`src/rtl/logic_sweep_eval.sv`:
```
`default_nettype none
// ============================================================================
//  Module   : logic_sweep_eval
//  Purpose  : On start, sweeps every 2^N_IN input vector through either the
//             generalised fixed gate function or a programmable truth-table
//             LUT, streams each evaluation, and captures a result map plus a
//             ones count.
//  Options  : SWEEP_CHECK_EN adds an expected-map compare with a sticky
//             first-mismatch report.
//  Revision : 1.0  initial release
// ============================================================================
module logic_sweep_eval #(
    parameter int N_IN = 3,
    parameter int TT_W = 2**N_IN
) (
    input  logic              clk,
    input  logic              rst_n,
    input  logic              start,
    input  logic              hold,
    input  logic              mode,
    input  logic              lut_load,
    input  logic [TT_W-1:0]   lut_data,
    output logic [N_IN-1:0]   vec_out,
    output logic              x_out,
    output logic              valid,
    output logic              busy,
    output logic              done,
    output logic [TT_W-1:0]   result_map,
    output logic [N_IN:0]     ones_count
`ifdef SWEEP_CHECK_EN
    ,
    input  logic [TT_W-1:0]   expected,
    output logic              mismatch,
    output logic [N_IN-1:0]   first_err
`endif
);

    typedef enum logic [1:0] {
        IDLE  = 2'd0,
        SWEEP = 2'd1,
        DONE  = 2'd2
    } state_t;

    // The last vector is all ones because TT_W is 2^N_IN.
    localparam logic [N_IN-1:0] c_last = {N_IN{1'b1}};

    state_t            r_state;
    state_t            w_state_nxt;
    logic [N_IN-1:0]   r_cnt;
    logic              r_mode;
    logic [TT_W-1:0]   r_lut;
`ifdef SWEEP_CHECK_EN
    logic [TT_W-1:0]   r_expected;
`endif

    logic              w_fix;
    logic              w_f;
    logic              w_eval;
    logic              w_last;

    // Fixed function is 0 only when A is low and any lower input is high.
    assign w_fix  = r_cnt[N_IN-1] | ~(|r_cnt[N_IN-2:0]);
    assign w_f    = r_mode ? r_lut[r_cnt] : w_fix;
    assign w_eval = (r_state == SWEEP) && !hold;
    assign w_last = (r_cnt == c_last);

    // State register.
    always_ff @(posedge clk or negedge rst_n) begin
        if (!rst_n) begin
            r_state <= IDLE;
        end else begin
            r_state <= w_state_nxt;
        end
    end

    // Next-state decode: the final vector is evaluated before moving to DONE.
    always_comb begin
        w_state_nxt = r_state;
        case (r_state)
            IDLE:    if (start) w_state_nxt = SWEEP;
            SWEEP:   if (w_eval && w_last) w_state_nxt = DONE;
            DONE:    w_state_nxt = IDLE;
            default: w_state_nxt = IDLE;
        endcase
    end

    // Datapath: LUT load, sweep counter, streamed outputs and captured results.
    always_ff @(posedge clk or negedge rst_n) begin
        if (!rst_n) begin
            r_cnt      <= '0;
            r_mode     <= 1'b0;
            r_lut      <= '0;
            vec_out    <= '0;
            x_out      <= 1'b0;
            valid      <= 1'b0;
            busy       <= 1'b0;
            done       <= 1'b0;
            result_map <= '0;
            ones_count <= '0;
`ifdef SWEEP_CHECK_EN
            r_expected <= '0;
            mismatch   <= 1'b0;
            first_err  <= '0;
`endif
        end else begin
            case (r_state)
                IDLE: begin
                    valid <= 1'b0;
                    done  <= 1'b0;
                    busy  <= 1'b0;
                    // A load coincident with start lands before the first evaluation.
                    if (lut_load) begin
                        r_lut <= lut_data;
                    end
                    if (start) begin
                        r_cnt      <= '0;
                        r_mode     <= mode;
                        busy       <= 1'b1;
                        result_map <= '0;
                        ones_count <= '0;
`ifdef SWEEP_CHECK_EN
                        r_expected <= expected;
                        mismatch   <= 1'b0;
                        first_err  <= '0;
`endif
                    end
                end
                SWEEP: begin
                    if (!hold) begin
                        vec_out           <= r_cnt;
                        x_out             <= w_f;
                        valid             <= 1'b1;
                        result_map[r_cnt] <= w_f;
                        ones_count        <= ones_count + {{N_IN{1'b0}}, w_f};
                        if (!w_last) begin
                            r_cnt <= r_cnt + 1'b1;
                        end
`ifdef SWEEP_CHECK_EN
                        if ((w_f != r_expected[r_cnt]) && !mismatch) begin
                            mismatch  <= 1'b1;
                            first_err <= r_cnt;
                        end
`endif
                    end else begin
                        valid <= 1'b0;
                    end
                end
                DONE: begin
                    valid <= 1'b0;
                    busy  <= 1'b0;
                    done  <= 1'b1;
                end
                default: begin
                    valid <= 1'b0;
                end
            endcase
        end
    end

endmodule
`default_nettype wire

```
`config.mk`:
```
export PLATFORM = sky130hd
export DESIGN_NAME = logic_sweep_eval
export DESIGN_NICKNAME = d
export VERILOG_FILES = /design/src/rtl/logic_sweep_eval.sv
export SDC_FILE = /design/constraint.sdc
export NUM_CORES = 1
export LEC_CHECK = 0
export ABC_AREA = 1
export CAP_MARGIN = 10
export CORE_MARGIN = 3
export CORE_UTILIZATION = 50
export DETAILED_ROUTE_END_ITERATION = 12
export PLACE_DENSITY = 0.88
export SYNTH_ARGS = -nofsm -noshare
export SYNTH_HDL_FRONTEND = slang
export SYNTH_SLANG_ARGS = --single-unit
export TNS_END_PERCENT = 20
```
`constraint.sdc`:
```
create_clock -name clk -period 3.7 [get_ports clk]
set_input_delay 0.555 -clock clk [delete_from_list [all_inputs] [get_ports clk]]
set_output_delay 0.555 -clock clk [all_outputs]
set_load 0.005 [all_outputs]
```
After elaboration in Yosys (flattened, before gate mapping). Cells that the tools add are included.

Input port bits: 14. Memories kept: 0. Bits in read-only memories: 0. Latch bits: 0. Register bits after elaboration: 33. RAM bits: 0. Logic and storage cells: 63. Output and inout bits: 19.

Magnitude comparators: 2. $mul: 0. Bitwise gates (word level): 3. Reductions and logical operators: 14. Muxes and demuxes: 24. Equal/unequal tests: 7. Shift operators: 0. Div/mod/pow operators: 0. Add/subtract/negate cells: 2.

Operators with widths (number): $mux W8 (2); $pmux W8 S2 (1); $mux W3 (3); $bwmux W8 (1); $mux W4 (2); $pmux W4 S2 (1); $reduce_and A2 Y1 (4); $mux W1 (6); $ne A2 B2 Y1 const B (3); $pmux W3 S2 (1); $add A4 B1 Y4 (1); $lt A3 B4 Y1 const B (1); $mux W2 (2); $pmux W1 S2 (2); $pmux W2 S2 (1); $reduce_and A4 Y1 (1); $reduce_bool A2 Y1 (2); $add A3 B1 Y3 const B (1); $bmux W1 S3 (1); $demux W1 S3 (1); $eq A3 B3 Y1 const B (1); $ge A3 B1 Y1 const B (1); $logic_and A1 B1 Y1 (3); $reduce_and A3 Y1 (1); 8 further kinds (9).

Logic depth before layout (Yosys ltp). Gate-level depths: netlist (run 1).

Depth after elaboration: 7. Gate-level depth with buffers: 14. Depth with buffers taken out: 13.

Worst setup path after synthesis (run 1). OpenSTA, ideal clock, no wires.

Kind: reg-to-reg. Start point: reg r_cnt[0]. End point: reg ones_count[2]. Data required time: 3.614 ns. Buffers on the path: 0. Stages on the path, launching flop included: 11. Setup slack: 1.928 ns. Arrival time: 1.686 ns. Setup time: 0.086 ns. Clock period less this slack: 1.772 ns. Cells stage by stage: dfrtp_1 > clkinv_1 > ha_1 > nor2_1 > nand2_1 > nand2_2 > inv_1 > ha_1 > ha_1 > and3_1 > nor3_1.

Cells in the longest elaborated chain, start to end: 7. Elaborated cells on any way between the ends: 9. Those cells by class: add/sub (1); mux (5); bitwise (2); reduce/logical (1).

RTL lines: start, declared (RTL line 49) `logic [N_IN-1:0] r_cnt;`; start signal, assigned (RTL line 136) `r_cnt <= r_cnt + 1'b1;`; parallel branches: the longest is 3 deep, another holds $bmux W1 S3; $mux W1 * (RTL line 63) `assign w_f = r_mode ? r_lut[r_cnt] : w_fix;`; named net w_f (RTL line 57) `logic w_f;`; $add A4 B1 Y4 * (RTL line 134) `ones_count <= ones_count + {{N_IN{1'b0}}, w_f};`; $mux W4 * (RTL line 129) `if (!hold) begin`; $pmux W4 S2 * (RTL line 106) `case (r_state)`; end signal, assigned (RTL line 134); end, declared (RTL line 29) `output logic [N_IN:0] ones_count`.

Mark *: on every way through the listed nets, which the timed path passes. The select of a mux whose other input is x is not followed. A chain may end at the register's enable or synchronous reset.

Worst setup path after layout (run 1). Same ends and word-level chain as after synthesis.

==> summary.txt, run 1 <==
Placement
  • Gpl congestion: 0.865
  • Dpl ws: 1.38 ns
  • DP Wirelength: 2.18 mm
  • Post-DP Area: 1940 sq um
  • I/O Buffers: 32

Clock tree
  • Clk Latency, worst-skew pair: 0.33 ns
  • CTS tree: yes
  • Root Driver: clkbuf_4
  • CTS clk-pin slew, worst paths: 0.09 ns
  • Clock Path Buffers: 2
  • CTS sink cnt: 33
  • H-tree depth: 2
  • # Post-CTS Setup Buffers: 0
  • Hold Buf Count CTS: 0
  • CTS resizes: 0
  • Total CTS buffers: 5

Detailed routing
  • Routed len/inst: 11.5 um
  • WL final: 2.94 mm
  • Final ANT Viol Nets: 0
  • Via-to-Cell Ratio: 4.98
  • Initial DRT Pass Iterations: 6
  • Via count: 1276
  • Drc violations: 0
  • First DRT Iteration DRCs: 56

Global routing
  • First-pass GRT wire length: 5.20 mm
  • Congestion Overflow GR: 0
  • Largest net degree at the start of global routing: 34
  • GRT Overall Usage: 16.8%
  • Vias in the first global route: 1200
  • Initial antenna violation count: 0

Timing
  • Max_slew headroom: 43.8%
  • Max Clock Freq: 444 MHz
  • Tmin final: 2.25 ns
  • Final setup fails: 0
  • Final Skew: 0.00885 ns
  • RSZ-0062 raised after global routing: false
  • Hold Fails Final Rpt: 0
  • Worst-Margin Slew: 0.842 ns
  • Final setup margin: 1.45 ns
  • Slew Limit Fails: 0
  • Final period utilization: 60.9%
  • Setup Total Neg Slack: 0 ns

Power
  • Total power draw: 0.00142 W
  • Peak VDD IR: 0.387 mV
  • Leak pwr: 0.925 nW
  • Power per Cell Area: 714 nW/um^2

Cells and area
  • Layout area overhead: 26.2%
  • Share of post-route cells with drive strength above 1: 11.7%
  • Ant diodes: 0
  • Fin area: 1990 sq um
  • Nets: 233

Worst setup path
  • Worst Path Required: 3.96 ns
  • Type of the worst setup path: reg2reg
  • Setup crit end kind: register
  • Worst-path maximum fanout: 12
  • RR Startpoint: r_cnt[0]
  • Worst EP arrival: 2.51 ns
  • Critical R2R Capture: ones_count[2]
  • Flop2flop setup slack: 1.45 ns
  • Critical path launch point type: register
  • R2r worst-path depth: 10

Min path
  • Worst min-delay path startpoint: vec_out[1]
  • Hold Crit Depth: 2
  • Min-Delay Endpoint: vec_out[1]
  • Min-delay worst type: reg2reg

Floorplanning
  • Die Span X: 62.2 um
  • Initial Util: 54.9%
  • Die area: 3870 sq um
  • Rows: 19
  • I/O pins: 33
  • Core area: 2880 sq um
  • Die height: 62.2 um

Status
  • Status: finished clean

Yosys
  • Syn Inst Count: 177
  • Yosys reg bits: 33
  • Syn nets: 196
  • Syn Area/Cell: 8.93 sq um
  • Yosys cell types: 20
  • Sequential share of the synthesized area: 52.3%
  • Ys Warns: 0
  • Synthesized area: 1580 sq um

Run
  • Max Cap Viol: 0
## cell usage after synthesis (all sizes together)
master,count,share of area (%)
a21oi,13,4.1
and3,1,0.40
buf,3,1.3
clkinv,1,0.24
dfrtp,33,52
ha,5,4.0
inv,18,4.3
mux2,4,2.9
nand2,37,9.1
nand3,5,1.6
nor2,32,12
nor3,2,0.63
o21ai,22,7.0
xnor2,1,0.55
## layout make-up
cell class,count,area (sq um)
Fill cell,232,882
Tap cell,42,52.6
Multi-Input combinational cell,122,662
Sequential cell,33,826
Clock buffer,7,55.1
Timing Repair Buffer,33,328
Inverter,19,71.3
## sequential cells by signal (all words and copies together) (netlist names)
register    flops
busy            1
done            1
ones_count      4
r_cnt           3
r_lut           8
r_mode          1
r_state         2
result_map      8
valid           1
vec_out         3
x_out           1
## per-layer routing
layer	vias up	GRT usage [%]	part of all wire (%)
li1	646	-	-
met1	581	20.9	46
met2	44	27.2	47
met3	5	6.13	5.5
met4	0	5.80	1.4
met5	-	0	0
## kinds of logic after synthesis
| family | share of synthesized area (%) |
|---|---|
| and+or+nand+nor | 23.4 |
| AOI/OAI and AO/OA | 11.1 |
| buffers and inverters | 5.86 |
| adders and majority gates | 3.96 |
| DFF | 52.3 |
| muxes | 2.85 |
| xor gates and xnor gates | 0.554 |
## cells in the final DEF (no fill, tap or decap), drive strengths merged, types with 4 or more instances in the layout
cell	netlist	final
nand2	37	37
dfrtp	33	33
clkdlybuf4s50	0	32
nor2	32	32
o21ai	22	22
inv	18	18
a21oi	13	13
clkbuf	0	7
nand3	5	5
ha	5	5
mux2	4	4
## critical path, cell delays in order (launching register included)
cell and delay, ns:
dfrtp_1 0.56, clkinv_1 0.30, ha_1 0.27, nor2_1 0.08, nand2_1 0.07, nand2_2 0.16, inv_1 0.06, ha_1 0.20
ha_1 0.20, and3_1 0.17, nor3_1 0.12
## worst max-delay path by stage
stage / start / endpoint / slack [ns]
final: r_cnt[0] / ones_count[2] / 1.45
after global routing: r_cnt[0] / ones_count[2] / 1.10
after CTS: r_cnt[0] / ones_count[2] / 1.45
after detailed placement: hold / result_map[0] / 1.38
after global placement: hold / result_map[7] / 1.43
after floorplan: r_cnt[0] / ones_count[2] / 1.93
## where the power goes
group          total (W)  switching (W)  internal, W
registers       0.000584      0.0000898     0.000495
clock network   0.000203       0.000113    0.0000896
logic           0.000636       0.000356     0.000280
## through the flow
stage / hold slack [ns] / cells / util, %
finish: 0.492 / 256 / 69.3
global route: 0.523 / 256 / 69.3
CTS: 0.498 / 256 / 69.3
detailed placement: 0.475 / 249 / 67.4
global placement: 0.466 / 249 / 67.4
floorplan: 0.259 / 177 / -
(Power assumes the default switching activity.)
==> run 2, diff against run 1 <==
Clock period 3.7 ns to 2.2 ns, I/O delays scaled along.
==> run 2 against run 1 <==
Effect of this change: wire length grew 3.3%; fmax grew 13%; worst setup slack lost 1.2 ns; sequential cell count is the same; cell area grew 1.0%; die area is the same; hold slack lost 0.094 ns.
==> summary.txt, run 2 (synthesis results as in run 1) <==
Floorplanning
  • Die height: 62.2 um
  • Rows: 19
  • I/O pins: 33
  • Die area: 3870 sq um
  • Core area: 2880 sq um
  • Initial Util: 54.9%
  • Die Span X: 62.2 um

Worst setup path
  • Critical path depth: 10
  • Family with the most delay on the worst path: adder cells
  • Worst-path maximum fanout: 10
  • Type of the worst setup path: reg2reg
  • CP Buf/Inv Count: 2
  • Critical R2R Capture: ones_count[2]
  • Setup crit end kind: register
  • RR Startpoint: r_cnt[0]
  • Flop2flop setup slack: 0.20 ns
  • Worst path most repeated cell: ha_1
  • Critical path launch point type: register
  • Crit path largest cell delay: 0.44 ns
  • Cell chain of the critical path: clkinvlp_4 -> ha_1 -> nor2_1 -> nand2_1 -> nand2_4 -> inv_1 -> ha_1 -> ha_1 -> and3_1 -> nor3_1
  • R2r worst-path depth: 10
  • Slowest CP cell: dfrtp_2
  • Worst EP arrival: 2.24 ns
  • Worst Path Required: 2.44 ns

Cells and area
  • Fin cells: 257
  • Layout area overhead: 27.5%
  • Share of post-route cells with drive strength above 1: 13.5%
  • Most common cell after layout, fill and taps aside: nand2_1
  • Ant diodes: 0
  • Register area: 827 sq um
  • Nets: 234
  • Largest regs: r_lut x8, result_map x8, ones_count x4
  • Filler cell count: 234
  • Highest-count cells in the layout ignoring fill and taps: nand2_1, dfrtp_1, clkdlybuf4s50_1
  • Area of the multi-input gates: 669 sq um

Clock tree
  • Total CTS buffers: 5
  • CTS sink cnt: 33
  • Root Driver: clkbuf_4
  • Clk Latency, worst-skew pair: 0.32 ns
  • CTS clk-pin slew, worst paths: 0.09 ns
  • Clock Path Buffers: 2
  • H-tree depth: 2
  • CTS tree: yes

Timing
  • Tmin final: 2.00 ns
  • Final period utilization: 90.9%
  • Max_slew headroom: 43.4%
  • RSZ-0062 raised after global routing: false
  • Slew Limit Fails: 0
  • Worst-Margin Slew: 0.848 ns
  • Setup Total Neg Slack: 0 ns
  • Final setup fails: 0
  • Hold Fails Final Rpt: 0
  • Final Skew: 0.00874 ns
  • Max Clock Freq: 500 MHz

Global routing
  • First-pass GRT wire length: 5.23 mm
  • Congestion Overflow GR: 0
  • Largest net degree at the start of global routing: 34
  • GRT Overall Usage: 16.8%
  • Vias in the first global route: 1211
  • Initial antenna violation count: 0

Detailed routing
  • Via-to-Cell Ratio: 4.97
  • WL final: 3.04 mm
  • Routed len/inst: 11.8 um
  • Initial DRT Pass Iterations: 4
  • Final ANT Viol Nets: 0
  • Drc violations: 0
  • Via count: 1277
  • First DRT Iteration DRCs: 40

Power
  • Total power draw: 0.00244 W
  • Peak VDD IR: 0.638 mV
  • Leak pwr: 0.930 nW
  • Power per Cell Area: 1210 nW/um^2

Run
  • Max Cap Viol: 0

Placement
  • DP Wirelength: 2.31 mm
  • I/O Buffers: 32
  • Inst Count DP: 250
  • Gpl congestion: 0.843

Min path
  • Min-delay worst type: in2async

Status
  • Status: finished clean
## run 2: per-layer routing
| metal | up-vias | wire (um) | global-route usage [%] |
|---|---|---|---|
| met2 | 41 | 1450 | 28.4 |
| met4 | 0 | 48 | 6.91 |
| met5 | - | 0 | 0 |
| met3 | 6 | 149 | 4.50 |
| met1 | 581 | 1390 | 20.4 |
| li1 | 649 | - | - |
## run 2: worst reg2reg max path, cell delays in order (launching register included)
cell and delay, ns:
dfrtp_2 0.44, clkinvlp_4 0.19, ha_1 0.23, nor2_1 0.08
nand2_1 0.09, nand2_4 0.13, inv_1 0.07, ha_1 0.20
ha_1 0.20, and3_1 0.16, nor3_1 0.12
## run 2: worst max-delay path by stage
stage	from	to	slack, ns
6_report	r_cnt[0]	ones_count[2]	0.20
5_1_grt	r_cnt[1]	ones_count[1]	0.007
4_1_cts	r_cnt[0]	ones_count[1]	0.05
3_5_place_dp	r_cnt[0]	ones_count[1]	0.09
3_3_place_gp	r_cnt[0]	ones_count[2]	0.11
2_1_floorplan	r_cnt[0]	ones_count[2]	0.43
## run 2: area by class of cell
class,instances,share of cell area (%)
inverters,19,3.73
flip-flops and latches,33,41.1
clock buffers,7,2.73
repair buffers,34,16.6
multi-input cells,122,33.2
well taps,42,2.61
## run 2: report_power, final
part	internal (W)	switching, W
clock network	0.000151	0.000178
logic	0.000493	0.000638
registers	0.000834	0.000146
total	0.00148	0.000962
## run 2: per-stage QoR
stage	worst slack (ns)	utilization, %	cell area, sq um	hold slack (ns)
after floorplan	0.428	-	1580	0.0344
after global placement	0.107	67.7	1950	0.465
after detailed placement	0.0874	67.7	1950	0.475
after CTS	0.0522	69.6	2000	0.398
after global routing	0.00724	70.0	2010	0.424
final	0.201	70.0	2010	0.398
## run 2: repair_timing
action | in CTS | in global routing
resized for setup | 0 | 4
hold buffers | 0 | 0
setup buffers | 0 | 0
endpoints found under the hold margin | 0 | 0
setup endpoints to repair | 0 | 3
==> run 3, diff against run 2 <==
Settings changed: PLACE_DENSITY 0.88 to 0.75.
==> run 3 against run 2 <==
Effect of this change: cell area rose by 2.0%; clock skew fell by 0.00074 ns; combinational power barely moved; via count rose by 0.78%; hold slack got worse by 0.011 ns; critical path depth rose by 2; highest routed layer unchanged; total power rose by 6.2%; register-to-register slack improved by 0.02 ns; core utilization rose by 1.4 points.
==> summary.txt, run 3 (synthesis results as in run 1) <==
Timing
  • Hold_ws: 0.387 ns
  • Slew Limit Fails: 0
  • Worst-Margin Slew: 0.413 ns
  • Final Skew: 0.00799 ns
  • Max_slew headroom: 72.5%
  • RSZ-0062 raised after global routing: false
  • Setup Total Neg Slack: 0 ns
  • Hold Fails Final Rpt: 0
  • Final period utilization: 90.0%
  • Final setup fails: 0
  • Max Clock Freq: 505 MHz
  • Tmin final: 1.98 ns

Clock tree
  • # Post-CTS Setup Buffers: 0
  • CTS clk-pin slew, worst paths: 0.10 ns
  • CTS tree: yes
  • H-tree depth: 2
  • Hold Buf Count CTS: 0
  • Clock Path Buffers: 2
  • Clk Latency, worst-skew pair: 0.34 ns
  • Root Driver: clkbuf_4
  • Total CTS buffers: 5
  • CTS sink cnt: 33
  • CTS resizes: 0

Min path
  • Min-delay worst type: in2async

Detailed routing
  • WL final: 3.08 mm
  • Routed len/inst: 11.8 um
  • Initial DRT Pass Iterations: 4
  • First DRT Iteration DRCs: 40
  • Drc violations: 0
  • Via-to-Cell Ratio: 4.95
  • Via count: 1287
  • Final ANT Viol Nets: 0

Placement
  • I/O Buffers: 32
  • Gpl congestion: 0.792
  • DP Wirelength: 2.33 mm
  • Post-DP Area: 1960 sq um

Global routing
  • GRT Overall Usage: 18.0%
  • Busiest grt layer: met2
  • First-pass GRT wire length: 5.50 mm
  • Met2 Use GR: 30.8%
  • Vias in the first global route: 1266
  • Met1 GRT Util: 20.5%
  • Met3 Use GR: 4.50%
  • Congestion Overflow GR: 0
  • Largest net degree at the start of global routing: 34
  • Initial antenna violation count: 0

Cells and area
  • Ant diodes: 0
  • Filler cell count: 237
  • Largest regs: r_lut x8, result_map x8, ones_count x4
  • Register area: 827 sq um
  • Highest-count cells in the layout ignoring fill and taps: nand2_1, dfrtp_1, clkdlybuf4s50_1
  • Most common cell after layout, fill and taps aside: nand2_1
  • Nets: 236
  • Share of post-route cells with drive strength above 1: 14.2%
  • Area of the multi-input gates: 669 sq um
  • Layout area overhead: 30.1%
  • Final Util: 71.5%
  • Fin area: 2060 sq um

Power
  • Leak pwr: 0.955 nW
  • Net Sw Frac: 37.6%
  • Peak VDD IR: 0.686 mV
  • Clk pwr share: 18.0%
  • Int Power: 0.00162 W
  • Power per Cell Area: 1260 nW/um^2
  • Sw Pwr: 0.000975 W
  • Combinational fraction of design power: 44.5%
  • Reg power frac: 37.5%

Floorplanning
  • Die Span X: 62.2 um
  • Core area: 2880 sq um
  • Die height: 62.2 um
  • Die area: 3870 sq um
  • I/O pins: 33
  • Initial Util: 54.9%
  • Rows: 19

Run
  • Max Cap Viol: 0

Worst setup path
  • Setup crit end kind: register
  • Critical path launch point type: register
  • Worst Path Required: 2.45 ns
  • Type of the worst setup path: reg2reg
  • Worst EP arrival: 2.23 ns
  • Worst-path maximum fanout: 10

Status
  • Status: finished clean
[run 3: cell count changes in the layout (fill, tap and decap cells not counted), sizes merged]
cell      delta
buf          +2
bufinv       +1
clkinv       +1
clkinvlp     -1
[run 3: worst paths after layout]
kind                               start       endpoint  slack [ns]  cells after the start
worst max register to register  r_cnt[1]  ones_count[1]        0.22                     12
max in group asynchronous          rst_n       r_cnt[0]        1.49                      2
worst min-delay path               rst_n  ones_count[2]        0.39                      2
worst max-delay path            r_cnt[1]  ones_count[1]        0.22                     12
worst min register to register      done           done        0.49                      2
min in group clk                    done           done        0.49                      2
[run 3: through the flow]
stage,cells,power [W],worst slack [ns]
final,260,0.00259,0.220
after global routing,260,0.00283,0.0420
after CTS,260,0.00261,0.115
after detailed placement,252,0.00213,0.129
after global placement,252,0.00209,0.262
after floorplan,177,0.00167,0.428
[run 3: layout make-up]
cell class	instances	share of cell area (%)
Sequential cell	33	40.2
Multi-Input combinational cell	122	32.6
Tap cell	42	2.56
Timing Repair Buffer	36	17.0
Clock inverter	1	1.46
Inverter	19	3.47
Clock buffer	7	2.68
[run 3: power by group through the flow]
stage               logic (W)  clock network, W  registers [W]
finish                0.00115          0.000466       0.000972
global route          0.00131          0.000515        0.00101
CTS                   0.00115          0.000483       0.000970
detailed placement    0.00114                 0       0.000985
global placement      0.00111                 0       0.000973
floorplan            0.000713                 0       0.000962
[run 3: layer usage]
metal	part of all wire [%]	up-vias
met5	0	-
met4	2.1	0
met3	6.8	5
met2	48	40
met1	43	593
li1	-	649
[run 3: critical path, cell delays in order (launching register included)]
cell,delay (ns)
dfrtp_1,0.43
inv_1,0.14
nor2_1,0.10
nand2_1,0.08
nand2_1,0.05
nor2_1,0.08
nand3_1,0.12
nand2_4,0.14
inv_1,0.06
ha_1,0.20
ha_1,0.28
nand2_1,0.04
o21ai_0,0.16
